$ cat src/rtl/io_mmio_defs.sv
// Shared IO MMIO definitions: base nibble, register offsets, status bits, opcodes,
// and the per-cycle access decode used by the controller.
package io_mmio_defs;

  localparam logic [3:0] IO_BASE_DEF = 4'b1000;

  localparam logic [7:0] OFF_STATUS = 8'h00;
  localparam logic [7:0] OFF_RXDATA = 8'h04;
  localparam logic [7:0] OFF_TXDATA = 8'h08;
  localparam logic [7:0] OFF_CYCLE  = 8'h10;
  localparam logic [7:0] OFF_INSTR  = 8'h14;
  localparam logic [7:0] OFF_CLEAR  = 8'h18;

  localparam int ST_TX_NFULL = 0;
  localparam int ST_RX_HELD  = 1;
  localparam int ST_TX_OVF   = 2;

  typedef enum logic [6:0] {
    OP_LOAD   = 7'b0000011,
    OP_STORE  = 7'b0100011,
    OP_OPIMM  = 7'b0010011,
    OP_OP     = 7'b0110011,
    OP_BRANCH = 7'b1100011
  } opcode_e;

  typedef struct packed {
    logic ld_status;
    logic ld_rx;
    logic ld_cyc;
    logic ld_ins;
    logic st_tx;
    logic st_clr;
  } io_dec_t;

  // Only the top nibble qualifies IO space; offsets come from the low byte.
  function automatic io_dec_t io_decode(input logic [31:0] addr, input logic [3:0] base,
                                        input logic recv, input logic [3:0] trans);
    io_dec_t d;
    logic    sel;
    sel         = (addr[31:28] == base);
    d.ld_status = recv & sel & (addr[7:0] == OFF_STATUS);
    d.ld_rx     = recv & sel & (addr[7:0] == OFF_RXDATA);
    d.ld_cyc    = recv & sel & (addr[7:0] == OFF_CYCLE);
    d.ld_ins    = recv & sel & (addr[7:0] == OFF_INSTR);
    d.st_tx     = trans[0] & sel & (addr[7:0] == OFF_TXDATA);
    d.st_clr    = (|trans) & sel & (addr[7:0] == OFF_CLEAR);
    return d;
  endfunction

endpackage

$ cat src/rtl/io_tx_fifo.sv
// Byte FIFO feeding the UART transmitter; pushes are dropped when full,
// head is presented with valid/ready handshake.
module io_tx_fifo #(
  parameter int DEPTH = 8
) (
  input  logic       clk,
  input  logic       rst_n,
  input  logic       push_valid,
  input  logic [7:0] push_data,
  output logic       full,
  output logic       pop_valid,
  output logic [7:0] pop_data,
  input  logic       pop_ready
);
  localparam int AW = $clog2(DEPTH);

  logic [7:0]    mem [DEPTH];
  logic [AW-1:0] wr_ptr, rd_ptr;
  logic [AW:0]   count;
  logic          push, pop;

  assign full      = (count == (AW+1)'(DEPTH));
  assign pop_valid = (count != '0);
  assign pop_data  = mem[rd_ptr];
  assign push      = push_valid & ~full;
  assign pop       = pop_valid & pop_ready;

  // Power-of-two depth lets the pointers wrap by natural overflow.
  always_ff @(posedge clk or negedge rst_n) begin
    if (!rst_n) begin
      wr_ptr <= '0;
      rd_ptr <= '0;
      count  <= '0;
    end else begin
      if (push) wr_ptr <= wr_ptr + AW'(1);
      if (pop)  rd_ptr <= rd_ptr + AW'(1);
      case ({push, pop})
        2'b10:   count <= count + (AW+1)'(1);
        2'b01:   count <= count - (AW+1)'(1);
        default: count <= count;
      endcase
    end
  end

  always_ff @(posedge clk) begin
    if (push) mem[wr_ptr] <= push_data;
  end

endmodule

$ cat src/rtl/io_mmio_ctrl.sv
// Memory-mapped IO controller: UART TX FIFO, single-entry RX holding register,
// cycle/instruction counters and a registered load-data port.
module io_mmio_ctrl
  import io_mmio_defs::*;
#(
  parameter int         TX_DEPTH = 8,
  parameter logic [3:0] IO_BASE  = IO_BASE_DEF
) (
  input  logic        clk,
  input  logic        rst_n,
  input  logic [31:0] addr,
  input  logic [3:0]  io_trans,
  input  logic        io_recv,
  input  logic [31:0] wdata,
  input  logic        instr_retire,
  output logic [31:0] rdata,
  output logic [7:0]  uart_tx_data,
  output logic        uart_tx_valid,
  input  logic        uart_tx_ready,
  input  logic [7:0]  uart_rx_data,
  input  logic        uart_rx_valid,
  output logic        uart_rx_ready
);
  io_dec_t     dec;
  logic        tx_full;
  logic        tx_ovf;
  logic        rx_held;
  logic [7:0]  rx_byte;
  logic [31:0] cyc_cnt, ins_cnt;
  logic [31:0] status;
  logic [31:0] rd_nxt;
  logic        unused_bits;

  assign unused_bits = ^{addr[27:8], wdata[31:8]};
  assign dec         = io_decode(addr, IO_BASE, io_recv, io_trans);

  io_tx_fifo #(.DEPTH(TX_DEPTH)) u_tx_fifo (
    .clk        (clk),
    .rst_n      (rst_n),
    .push_valid (dec.st_tx),
    .push_data  (wdata[7:0]),
    .full       (tx_full),
    .pop_valid  (uart_tx_valid),
    .pop_data   (uart_tx_data),
    .pop_ready  (uart_tx_ready)
  );

  assign uart_rx_ready = ~rx_held;

  always_comb begin
    status              = '0;
    status[ST_TX_NFULL] = ~tx_full;
    status[ST_RX_HELD]  = rx_held;
    status[ST_TX_OVF]   = tx_ovf;
  end

  always_comb begin
    rd_nxt = '0;
    if (dec.ld_status)          rd_nxt = status;
    if (dec.ld_rx && rx_held)   rd_nxt = {24'b0, rx_byte};
    if (dec.ld_cyc)             rd_nxt = cyc_cnt;
    if (dec.ld_ins)             rd_nxt = ins_cnt;
  end

  always_ff @(posedge clk or negedge rst_n) begin
    if (!rst_n) rdata <= '0;
    else if (io_recv) rdata <= rd_nxt;
  end

  // A drop in the same cycle as a status read keeps the flag set.
  always_ff @(posedge clk or negedge rst_n) begin
    if (!rst_n) tx_ovf <= 1'b0;
    else if (dec.st_tx && tx_full) tx_ovf <= 1'b1;
    else if (dec.ld_status) tx_ovf <= 1'b0;
  end

  always_ff @(posedge clk or negedge rst_n) begin
    if (!rst_n) begin
      rx_held <= 1'b0;
      rx_byte <= '0;
    end else if (dec.ld_rx && rx_held) begin
      rx_held <= 1'b0;
    end else if (uart_rx_valid && !rx_held) begin
      rx_held <= 1'b1;
      rx_byte <= uart_rx_data;
    end
  end

  always_ff @(posedge clk or negedge rst_n) begin
    if (!rst_n) begin
      cyc_cnt <= '0;
      ins_cnt <= '0;
    end else if (dec.st_clr) begin
      cyc_cnt <= '0;
      ins_cnt <= '0;
    end else begin
      cyc_cnt <= cyc_cnt + 32'd1;
      ins_cnt <= ins_cnt + {31'b0, instr_retire};
    end
  end

endmodule

$ cat config.mk
export PLATFORM = sky130hd
export DESIGN_NAME = io_mmio_ctrl
export DESIGN_NICKNAME = d
export VERILOG_FILES = /design/src/rtl/io_mmio_defs.sv /design/src/rtl/io_tx_fifo.sv /design/src/rtl/io_mmio_ctrl.sv
export SDC_FILE = /design/constraint.sdc
export NUM_CORES = 1
export LEC_CHECK = 0
export BUFFER_PORTS_ARGS = -buffer_cell sky130_fd_sc_hd__buf_2
export CAP_MARGIN = 20
export CELL_PAD_IN_SITES_DETAIL_PLACEMENT = 0
export CELL_PAD_IN_SITES_GLOBAL_PLACEMENT = 1
export CORE_MARGIN = 2
export CORE_UTILIZATION = 36
export CTS_CLUSTER_DIAMETER = 120
export DETAILED_ROUTE_END_ITERATION = 12
export GPL_ROUTABILITY_DRIVEN = 0
export GPL_TIMING_DRIVEN = 1
export PLACE_DENSITY = 0.64
export SLEW_MARGIN = 20
export SYNTH_ARGS = -nofsm -noshare
export SYNTH_HDL_FRONTEND = slang
export SYNTH_SLANG_ARGS = --single-unit
$ cat constraint.sdc
create_clock -name clk -period 4 [get_ports clk]
set_input_delay 1.2 -clock clk [delete_from_list [all_inputs] [get_ports clk]]
set_output_delay 1.2 -clock clk [all_outputs]
set_load 0.1 [all_outputs]
==> flow_metrics.py, run 1 <==
metrics = {
    "clock_tree": {
        "cts_tree": "built",
        "clk_transition_reported_paths_ps": 80,
        "cts_setup_buffers": 0,
        "post_cts_resize_count": 0,
        "clock_latency_ps": 440,
        "cts_inserted_buffers": 17,
        "cts_root_buffer": "sky130_fd_sc_hd__clkbuf_16",
        "cts_max_path_buffers": 2,
        "cts.sinks": 180,
        "cts_max_level": 4,
        "cts_hold_buffers": 0,
    },
    "routing": {
        "vias": 5353,
        "drcViolationCount": 0,
        "detailedRoute.firstPassIterationCount": 5,
        "detail_route.vias_per_cell": 5.12,
        "route.final.wire_length_um": 17900,
        "drt-initial-drc-count": 283,
        "wl_per_cell_um": 17.2,
        "detail-route-antenna-nets": 0,
    },
    "power_and_ir_drop": {
        "totalPowerFinal_uw": 5140,
        "peakVddDrop_uv": 422,
        "internal_power_uw": 3300,
        "share_seq_of_total_power_pct": 43.4,
        "pleak_uw": 0.00401,
        "p_sw_share_pct": 35.8,
        "p_comb_share_pct": 23.6,
        "switchingPower_uw": 1840,
        "power_density_of_the_placed_cells_nw_per_um2": 540,
        "clockPowerShare_pct": 33.0,
    },
    "floorplanning": {
        "die_height_um": 155,
        "die_area_sq_um": 23900,
        "core_region_area_sq_um": 22400,
        "chipWidth_um": 155,
        "ios": 124,
        "initial_utilization_pct": 36.4,
        "fp-row-count": 55,
    },
    "sta": {
        "post-route-period-util_pct": 88.2,
        "timing_worst_slew_pin_value_ps": 856,
        "timing.final.setup_violations": 0,
        "timing.fmax_ghz": 0.284,
        "timing_max_transition_violations_final": 0,
        "period_minus_slack_ps": 3530,
        "slew-limit-headroom_pct": 42.5,
        "finClkSkew_ps": 15.7,
        "finalSetupTns_ps": 0,
        "report.final.hold_viol_count": 0,
        "setup_repair_after_global_routing_missed_its_margin": "false",
    },
    "logic_synthesis": {
        "number_of_enable_flip_flop_cells_after_synthesis": 64,
        "synth_cells": 666,
        "netlist_area_sq_um": 8170,
        "synth_flop_cell": "sky130_fd_sc_hd__dfrtp_1",
        "synth-warning-count": 0,
        "synth.yosys.seq_area_share_pct": 59.0,
        "synth_area_leaders": "sky130_fd_sc_hd__dfrtp_1 36%, sky130_fd_sc_hd__edfxtp_1 24%, sky130_fd_sc_hd__xor2_1 4.7%",
        "post_synth_num_cell_types": 53,
        "synth_seq_cells": 180,
        "syn-num-nets": 757,
        "synth_area_per_cell_sq_um": 12.3,
        "yosysTopAreaCell": "sky130_fd_sc_hd__dfrtp_1",
        "synth_top_cell_area_share_pct": 35.5,
        "ys_async_sr_fraction_pct": 64.4,
    },
    "layout": {
        "final-instance-count-excl-fill": 1046,
        "layout.nets": 839,
        "antenna_cells": 0,
        "post_route_cells_drive_above_1_share_pct": 23.5,
        "layout-area-overhead-vs-synth_pct": 16.4,
    },
    "global_routing": {
        "tot_gr_track_use_pct": 15.9,
        "wire_length_of_the_first_global_routing_pass_um": 29700,
        "grt_antenna_before_repair": 0,
        "gr-usage-met3_pct": 3.08,
        "top_usage_layer": "met2",
        "met1_usage_pct": 20.0,
        "met2_usage_pct": 27.7,
        "grt_overflow": 0,
        "first_global_vias": 5683,
        "maximum_number_of_pins_on_one_net_before_global_route_repair": 66,
    },
    "place": {
        "placedCellCount": 1014,
        "place_hpwl_um": 12100,
        "port-buffer-count": 79,
    },
    "status": {
        "status": "finished, final reports clean",
    },
    "critical_path": {
        "worstSetupEndpointType": "output port",
        "setup_cp_type": "flip-flop to output port",
        "crit_path_start_kind": "flip-flop",
        "worst-endpoint-arrival_ps": 2330,
        "path_max_fanout": 18,
        "critPathRequiredTime_ps": 2800,
    },
    "flow_run": {
        "max_cap_violations": 0,
    },
    "hold_path": {
        "worstHoldPathType": "flip-flop to flip-flop",
    },
}
metal layers:
metal / vias to the layer above / wire length [um]
met5: - / 0
met4: 0 / 172
met3: 15 / 574
met2: 81 / 9230
met1: 2707 / 7980
li1: 2550 / -
power groups by stage:
stage	sequential, uW	clock (uW)	combinational, uW
2_1_floorplan	2170	0	1070
3_3_place_gp	2260	0	1190
3_5_place_dp	2270	0	1230
4_1_cts	2230	1750	1230
5_1_grt	2250	1820	1310
6_report	2230	1700	1210
sequential cells by signal, indices dropped and copies added, names as in the netlist:
register,flops
u_tx_fifo.mem,64
rx_byte,8
u_tx_fifo.wr_ptr,3
rdata,32
rx_held,1
cyc_cnt,32
ins_cnt,32
u_tx_fifo.rd_ptr,3
tx_ovf,1
u_tx_fifo.count,4
critical path, stage by stage (launching register included):
cell,delay [ps]
sky130_fd_sc_hd__dfrtp_1,870
sky130_fd_sc_hd__mux4_2,420
sky130_fd_sc_hd__mux2_2,300
sky130_fd_sc_hd__buf_2,300
cells in the mapped netlist, types with 2 or more instances:
library cell               count
sky130_fd_sc_hd__nor3b_1       2
sky130_fd_sc_hd__ha_1          8
sky130_fd_sc_hd__nor4_4        3
sky130_fd_sc_hd__dfrtp_1     116
sky130_fd_sc_hd__o21ai_0      37
sky130_fd_sc_hd__and4_1        8
sky130_fd_sc_hd__clkbuf_1      9
sky130_fd_sc_hd__nor3_1        6
sky130_fd_sc_hd__and3b_1       2
sky130_fd_sc_hd__nor3_4        2
sky130_fd_sc_hd__nand4_2       4
sky130_fd_sc_hd__mux4_2       16
sky130_fd_sc_hd__nor2_1       79
sky130_fd_sc_hd__and3_1       12
sky130_fd_sc_hd__buf_1         2
sky130_fd_sc_hd__nor4b_2       2
sky130_fd_sc_hd__xor2_1       44
sky130_fd_sc_hd__buf_2         9
sky130_fd_sc_hd__nand3_2       3
sky130_fd_sc_hd__and2_1        4
sky130_fd_sc_hd__mux2_2       18
sky130_fd_sc_hd__or3_1         4
sky130_fd_sc_hd__nor4_1        4
sky130_fd_sc_hd__a21oi_1      13
sky130_fd_sc_hd__xnor2_1      20
sky130_fd_sc_hd__edfxtp_1     64
sky130_fd_sc_hd__and4_4        2
sky130_fd_sc_hd__o22ai_1       6
sky130_fd_sc_hd__nand3_1      18
sky130_fd_sc_hd__a22oi_1      24
sky130_fd_sc_hd__buf_4         9
sky130_fd_sc_hd__nor2b_1       7
sky130_fd_sc_hd__nand4_1      21
sky130_fd_sc_hd__inv_1        38
sky130_fd_sc_hd__nand2_1      32
cells in the final DEF (no fill, tap or decap), types with 6 or more instances in the layout:
master	count
sky130_fd_sc_hd__nand3_1	18
sky130_fd_sc_hd__nor3_1	6
sky130_fd_sc_hd__nand2_1	32
sky130_fd_sc_hd__a21oi_1	13
sky130_fd_sc_hd__and3_1	12
sky130_fd_sc_hd__inv_1	38
sky130_fd_sc_hd__and4_1	8
sky130_fd_sc_hd__edfxtp_1	64
sky130_fd_sc_hd__buf_2	78
sky130_fd_sc_hd__inv_8	7
sky130_fd_sc_hd__nor2_1	79
sky130_fd_sc_hd__nand4_1	21
sky130_fd_sc_hd__a22oi_1	24
sky130_fd_sc_hd__buf_4	13
sky130_fd_sc_hd__mux2_2	18
sky130_fd_sc_hd__ha_1	8
sky130_fd_sc_hd__nor2b_1	7
sky130_fd_sc_hd__clkbuf_16	17
sky130_fd_sc_hd__xnor2_1	20
sky130_fd_sc_hd__o22ai_1	6
sky130_fd_sc_hd__o21ai_0	37
sky130_fd_sc_hd__xor2_1	44
sky130_fd_sc_hd__mux4_2	16
sky130_fd_sc_hd__dfrtp_1	116
through the flow:
| step | utilization, % | area, sq um | hold WS, ps | worst slack [ps] |
|---|---|---|---|---|
| floorplan | - | 8170 | 441 | 720 |
| global placement | 39.7 | 8900 | 459 | 351 |
| detailed placement | 39.7 | 8900 | 482 | 274 |
| CTS | 42.4 | 9510 | 496 | 438 |
| global route | 42.4 | 9510 | 504 | 409 |
| finish | 42.4 | 9510 | 489 | 474 |
worst paths after layout:
path	to	depth (start not counted)	slack, ps	from
worst max register to register	u_tx_fifo.count[3]	10	1430	u_tx_fifo.count[0]
worst max-delay path	uart_tx_data[1]	3	470	u_tx_fifo.rd_ptr[1]
max in group asynchronous	ins_cnt[30]	2	2410	rst_n
min in group asynchronous	rdata[12]	1	830	rst_n
worst min-delay path	tx_ovf	2	490	tx_ovf
worst min register to register	tx_ovf	2	490	tx_ovf
cell type report:
type	count	area (sq um)
Clock inverter	15	185
Sequential cell	180	4820
Multi-Input combinational cell	417	3050
Tap cell	285	357
Clock buffer	17	425
Fill cell	2148	12900
Timing Repair Buffer	93	528
Inverter	39	146
logic make-up after synthesis:
kind of cell               synth area share, %
and+or+nand+nor                           15.5
DFF                                       59.0
AOI/OAI and AO/OA                         6.29
buffers and inverters                     3.81
xor gates and xnor gates                  6.86
muxes                                     7.01
adders and majority gates                 1.47
(Power assumes the default switching activity.)
==> run 2: changes to the inputs <==
Settings changed: SYNTH_HIERARCHICAL set to 1.
==> run 2 against run 1 <==
Net effect:
- critical endpoint is now u_tx_fifo/count[3]
- power shrank 1.8%
- wire length is 8.2% higher
- clock skew is 8.4 ps lower
- critical path depth up 7
- largest cell class unchanged
- sequential power hardly changed
- critical path type is now primary input to flip-flop
- global-route usage up 0.61 points
- sequential cell count stayed put
- worst hold slack improved by 20 ps
==> flow_metrics.py, run 2 <==
metrics = {
    "status": {
        "status": "finished, final reports clean",
    },
    "power_and_ir_drop": {
        "peakVddDrop_uv": 302,
        "power_density_of_the_placed_cells_nw_per_um2": 515,
        "pleak_uw": 0.00389,
    },
    "critical_path": {
        "critPathRequiredTime_ps": 4290,
        "path_max_fanout": 5,
        "worst-endpoint-arrival_ps": 3750,
        "worstSetupEndpointType": "flip-flop",
        "setup_cp_type": "primary input to flip-flop",
        "crit_path_start_kind": "primary input",
    },
    "place": {
        "port-buffer-count": 79,
        "place_hpwl_um": 13400,
        "placedCellCount": 1079,
        "place_area_sq_um": 9230,
    },
    "routing": {
        "detail-route-antenna-nets": 0,
        "vias": 5911,
        "drcViolationCount": 0,
        "drt-initial-drc-count": 309,
        "detail_route.vias_per_cell": 5.33,
        "wl_per_cell_um": 17.5,
        "detailedRoute.firstPassIterationCount": 4,
        "route.final.wire_length_um": 19400,
    },
    "layout": {
        "post_route_cells_drive_above_1_share_pct": 19.7,
        "antenna_cells": 0,
        "post-route-util_pct": 43.0,
        "number_of_flip_flops_under_the_largest_register_name": 64,
        "layout.cells.most_common_list": "116 x sky130_fd_sc_hd__dfrtp_1, 78 x sky130_fd_sc_hd__buf_2, 64 x sky130_fd_sc_hd__edfxtp_1",
        "final-instance-count-excl-fill": 1110,
        "layout.cells.most_common": "sky130_fd_sc_hd__dfrtp_1",
        "layout-area-overhead-vs-synth_pct": 16.4,
        "postLayoutCellArea_sq_um": 9800,
        "layout.nets": 876,
        "max_flop_register": "u_tx_fifo/mem",
    },
    "logic_synthesis": {
        "synth_area_per_cell_sq_um": 12.0,
        "netlist_area_sq_um": 8420,
        "ys_async_sr_fraction_pct": 64.4,
        "synth_area_leaders": "sky130_fd_sc_hd__dfrtp_1 34%, sky130_fd_sc_hd__edfxtp_1 23%, sky130_fd_sc_hd__mux4_1 5.0%",
        "synth.cells.most_frequent": "116 x sky130_fd_sc_hd__dfrtp_1, 64 x sky130_fd_sc_hd__edfxtp_1, 55 x sky130_fd_sc_hd__a21oi_1",
        "synth_seq_cells": 180,
        "synth_top_cell_area_share_pct": 34.5,
        "syn-num-nets": 792,
        "synth-warning-count": 6,
        "number_of_enable_flip_flop_cells_after_synthesis": 64,
        "post_synth_num_cell_types": 51,
        "synth_cells": 701,
        "yosysTopAreaCell": "sky130_fd_sc_hd__dfrtp_1",
        "synth.most_common_cell": "sky130_fd_sc_hd__dfrtp_1",
        "synth_flop_cell": "sky130_fd_sc_hd__dfrtp_1",
        "synth.yosys.seq_area_share_pct": 57.3,
    },
    "sta": {
        "slew-limit-headroom_pct": 47.4,
        "post-route-period-util_pct": 86.4,
        "timing.fmax_ghz": 0.289,
        "timing_worst_slew_pin_value_ps": 788,
        "timing.final.setup_violations": 0,
        "period_minus_slack_ps": 3450,
        "holdWs_ps": 510,
        "setup_repair_after_global_routing_missed_its_margin": "false",
        "report.final.hold_viol_count": 0,
        "finalSetupTns_ps": 0,
        "finClkSkew_ps": 7.27,
        "timing_max_transition_violations_final": 0,
    },
    "global_routing": {
        "maximum_number_of_pins_on_one_net_before_global_route_repair": 82,
        "tot_gr_track_use_pct": 16.5,
        "first_global_vias": 6057,
        "grt_overflow": 0,
        "grt_antenna_before_repair": 0,
        "wire_length_of_the_first_global_routing_pass_um": 31600,
    },
    "clock_tree": {
        "clk_transition_reported_paths_ps": 70,
        "cts_setup_buffers": 0,
        "post_cts_resize_count": 0,
        "cts_max_path_buffers": 2,
        "cts_hold_buffers": 0,
        "cts_max_level": 4,
        "cts.sinks": 180,
        "cts_root_buffer": "sky130_fd_sc_hd__clkbuf_16",
        "clock_latency_ps": 420,
        "cts_tree": "built",
        "cts_inserted_buffers": 17,
    },
    "flow_run": {
        "max_cap_violations": 0,
    },
    "floorplanning": {
        "fp-row-count": 55,
        "die_height_um": 157,
        "core_region_area_sq_um": 22800,
        "ios": 124,
        "die_area_sq_um": 24600,
        "chipWidth_um": 157,
        "initial_utilization_pct": 37.0,
    },
    "hold_path": {
        "worstHoldPathType": "flip-flop to flip-flop",
    },
}
-- run 2: cell count changes after synthesis, moves of 12 or more --
| cell | before | now |
|---|---|---|
| sky130_fd_sc_hd__clkbuf_1 | 9 | 25 |
| sky130_fd_sc_hd__mux4_2 | 16 | 0 |
| sky130_fd_sc_hd__a221o_1 | 0 | 25 |
| sky130_fd_sc_hd__mux4_1 | 0 | 16 |
| sky130_fd_sc_hd__nor2_1 | 79 | 41 |
| sky130_fd_sc_hd__xor2_1 | 44 | 5 |
| sky130_fd_sc_hd__a22oi_1 | 24 | 0 |
| sky130_fd_sc_hd__or3_1 | 4 | 19 |
| sky130_fd_sc_hd__o31ai_1 | 0 | 18 |
| sky130_fd_sc_hd__or4_1 | 1 | 28 |
| sky130_fd_sc_hd__nor2b_1 | 7 | 30 |
| sky130_fd_sc_hd__a21oi_1 | 13 | 55 |
| sky130_fd_sc_hd__inv_1 | 38 | 26 |
-- run 2: final timing paths --
| kind | from | end | slack (ps) | cells after the start |
|---|---|---|---|---|
| max | addr[7] | u_tx_fifo/count[3] | 550 | 10 |
| max in group asynchronous | rst_n | rdata[0] | 2530 | 2 |
| min reg2reg | tx_ovf | tx_ovf | 510 | 1 |
| min in group asynchronous | rst_n | ins_cnt[16] | 810 | 1 |
| max reg2reg | u_tx_fifo/count[2] | u_tx_fifo/count[3] | 1160 | 8 |
| min | tx_ovf | tx_ovf | 510 | 1 |
-- run 2: logic make-up after synthesis --
logic type | synth area share, %
flops | 57.3
mux | 7.37
buf+inv | 3.11
compound gates | 11.1
simple gates | 16.8
fa+ha+maj | 1.43
xor+xnor | 2.81
-- run 2: power breakdown --
part | total, uW | switching, uW | internal (uW)
combinational | 1230 | 809 | 416
sequential | 2230 | 206 | 2020
clock | 1590 | 766 | 824
total | 5040 | 1780 | 3260
-- run 2: worst max-delay path, cell delays in order --
cell                       delay, ps
sky130_fd_sc_hd__buf_2           100
sky130_fd_sc_hd__nor4b_2         310
sky130_fd_sc_hd__and3_1          260
sky130_fd_sc_hd__and4_1          240
sky130_fd_sc_hd__nand2_1         130
sky130_fd_sc_hd__ha_1            250
sky130_fd_sc_hd__ha_1            350
sky130_fd_sc_hd__or4b_2          640
sky130_fd_sc_hd__o311ai_0        120
sky130_fd_sc_hd__o211ai_1        130
-- run 2: metrics by stage --
stage	setup WS [ps]	power, uW
6_report	545	5040
5_1_grt	370	5280
4_1_cts	518	5100
3_5_place_dp	67.6	3500
3_3_place_gp	163	3470
2_1_floorplan	221	3270
-- run 2: layout make-up --
type / count / area (sq um)
timing repair buffer: 100 / 572
multi-input combinational: 460 / 3350
fill: 2141 / 13000
tap: 313 / 392
sequential: 180 / 4820
clock inverter: 14 / 138
inverter: 26 / 97.6
clock buffer: 17 / 425
-- run 2: routing by layer --
| layer | wire length (um) | up-vias | GRT usage (%) |
|---|---|---|---|
| li1 | - | 2838 | - |
| met1 | 8750 | 2948 | 20.9 |
| met2 | 9810 | 102 | 28.9 |
| met3 | 548 | 23 | 2.84 |
| met4 | 303 | 0 | 4.85 |
| met5 | 0 | - | 0 |
==> run 3: changes to the inputs <==
Settings changed: MAX_ROUTING_LAYER set to met4.
==> run 3 against run 2 <==
Net effect:
- non-clock buffer count did not move
- critical path type unchanged
- largest cell class unchanged
- design area unchanged
- combinational power is essentially flat
- sequential power about the same
- power about the same
- maximum frequency up 0.20%
- highest routed layer unchanged
- sequential share of layout area did not move
==> flow_metrics.py, run 3 (same netlist as run 2, synthesis figures left out) <==
metrics = {
    "status": {
        "status": "finished, final reports clean",
    },
    "routing": {
        "detail-route-antenna-nets": 0,
        "drcViolationCount": 0,
        "detailedRoute.firstPassIterationCount": 5,
        "drt-initial-drc-count": 322,
        "wl_per_cell_um": 17.5,
        "route.final.wire_length_um": 19400,
        "vias": 5926,
        "detail_route.vias_per_cell": 5.34,
    },
    "layout": {
        "layout.cells.most_common_list": "116 x sky130_fd_sc_hd__dfrtp_1, 78 x sky130_fd_sc_hd__buf_2, 64 x sky130_fd_sc_hd__edfxtp_1",
        "post-route-util_pct": 43.0,
        "post_route_cells_drive_above_1_share_pct": 19.7,
        "antenna_cells": 0,
        "final-instance-count-excl-fill": 1110,
        "max_flop_register": "u_tx_fifo/mem",
        "postLayoutCellArea_sq_um": 9800,
        "number_of_flip_flops_under_the_largest_register_name": 64,
        "layout.nets": 876,
        "layout-area-overhead-vs-synth_pct": 16.4,
        "layout.cells.most_common": "sky130_fd_sc_hd__dfrtp_1",
    },
    "power_and_ir_drop": {
        "switchingPower_uw": 1780,
        "peakVddDrop_uv": 302,
        "clockPowerShare_pct": 31.5,
        "p_comb_share_pct": 24.3,
        "p_sw_share_pct": 35.3,
        "power_density_of_the_placed_cells_nw_per_um2": 514,
        "internal_power_uw": 3260,
        "pleak_uw": 0.00389,
        "share_seq_of_total_power_pct": 44.2,
    },
    "place": {
        "placedCellCount": 1079,
        "place_area_sq_um": 9230,
        "port-buffer-count": 79,
        "place_hpwl_um": 13400,
    },
    "sta": {
        "finClkSkew_ps": 9.04,
        "report.final.hold_viol_count": 0,
        "setup_repair_after_global_routing_missed_its_margin": "false",
        "period_minus_slack_ps": 3450,
        "timing_worst_slew_pin_value_ps": 782,
        "timing_max_transition_violations_final": 0,
        "timing.fmax_ghz": 0.290,
        "finalSetupTns_ps": 0,
        "post-route-period-util_pct": 86.2,
        "timing.final.setup_violations": 0,
        "slew-limit-headroom_pct": 47.8,
    },
    "clock_tree": {
        "cts_inserted_buffers": 17,
        "cts_root_buffer": "sky130_fd_sc_hd__clkbuf_16",
        "cts_setup_buffers": 0,
        "cts_tree": "built",
        "cts_hold_buffers": 0,
        "clk_transition_reported_paths_ps": 70,
        "cts.sinks": 180,
        "clock_latency_ps": 420,
        "cts_max_level": 4,
        "post_cts_resize_count": 0,
        "cts_max_path_buffers": 2,
    },
    "hold_path": {
        "min-delay-start": "tx_ovf",
        "worstHoldPathType": "flip-flop to flip-flop",
    },
    "global_routing": {
        "met1_usage_pct": 21.0,
        "grt_antenna_before_repair": 0,
        "first_global_vias": 6050,
        "maximum_number_of_pins_on_one_net_before_global_route_repair": 82,
        "tot_gr_track_use_pct": 17.0,
        "gr-usage-met3_pct": 2.84,
        "grt_overflow": 0,
        "met2_usage_pct": 28.9,
        "wire_length_of_the_first_global_routing_pass_um": 31600,
        "top_usage_layer": "met2",
    },
    "floorplanning": {
        "ios": 124,
        "core_region_area_sq_um": 22800,
        "fp-row-count": 55,
        "die_height_um": 157,
        "initial_utilization_pct": 37.0,
        "die_area_sq_um": 24600,
        "chipWidth_um": 157,
    },
    "critical_path": {
        "max_stage_delay_ps": 640,
        "crit_path_start_kind": "primary input",
        "ff2ff_setup_slack_ps": 1180,
        "crit_start": "addr[7]",
        "cp_top_family": "simple AND/OR/NAND/NOR gates",
        "worstSetupEndpointType": "flip-flop",
        "critPathRequiredTime_ps": 4290,
        "worst-endpoint-arrival_ps": 3740,
        "critical-path-slowest-cell": "sky130_fd_sc_hd__or4b_2",
        "critical_path.n_buffers_inverters": 1,
        "path_max_fanout": 5,
        "critical-path-top-cell-by-count": "sky130_fd_sc_hd__ha_1",
        "critical_path_cell_by_cell": "buf_2 > nor4b_2 > and3_1 > and4_1 > nand2_1 > ha_1 > ha_1 > or4b_2 > o311ai_0 > o211ai_1",
        "setup_cp_type": "primary input to flip-flop",
        "r2r_start": "u_tx_fifo/count[2]",
    },
    "flow_run": {
        "max_cap_violations": 0,
    },
}
run 3: final timing paths:
check / end / cells after the start
min reg2reg: tx_ovf / 1
min: tx_ovf / 1
max reg2reg: u_tx_fifo/count[3] / 8
max: u_tx_fifo/count[3] / 10
min in group asynchronous: ins_cnt[16] / 1
max in group asynchronous: rdata[0] / 2
run 3: metal layers:
metal  share of wire, %  up-vias
met2                 51      101
met5                  0        -
met3                3.2       20
met1                 45     2966
li1                   -     2839
met4                1.6        0
run 3: cell type report:
cell class	count	area, sq um
Clock buffer	17	425
Multi-Input combinational cell	460	3350
Inverter	26	97.6
Sequential cell	180	4820
Tap cell	313	392
Fill cell	2141	13000
Timing Repair Buffer	100	572
Clock inverter	14	138
run 3: worst reg2reg max path, cell delays in order, from the launching register on:
cell,delay (ps)
sky130_fd_sc_hd__dfrtp_1,420
sky130_fd_sc_hd__or4_1,610
sky130_fd_sc_hd__nand2_1,170
sky130_fd_sc_hd__inv_1,70
sky130_fd_sc_hd__ha_1,200
sky130_fd_sc_hd__ha_1,350
sky130_fd_sc_hd__or4b_2,640
sky130_fd_sc_hd__o311ai_0,120
sky130_fd_sc_hd__o211ai_1,130
run 3: power groups by stage:
stage	registers, uW	logic, uW	clock network [uW]
finish	2230	1220	1590
global route	2250	1320	1710
CTS	2230	1240	1630
detailed placement	2270	1230	0
global placement	2260	1200	0
floorplan	2150	1120	0
run 3: metrics by stage:
step | hold slack (ps) | worst slack, ps | power, uW
floorplan | 458 | 221 | 3270
global placement | 484 | 163 | 3470
detailed placement | 483 | 67.6 | 3500
CTS | 511 | 518 | 5100
global route | 540 | 370 | 5280
finish | 511 | 552 | 5040
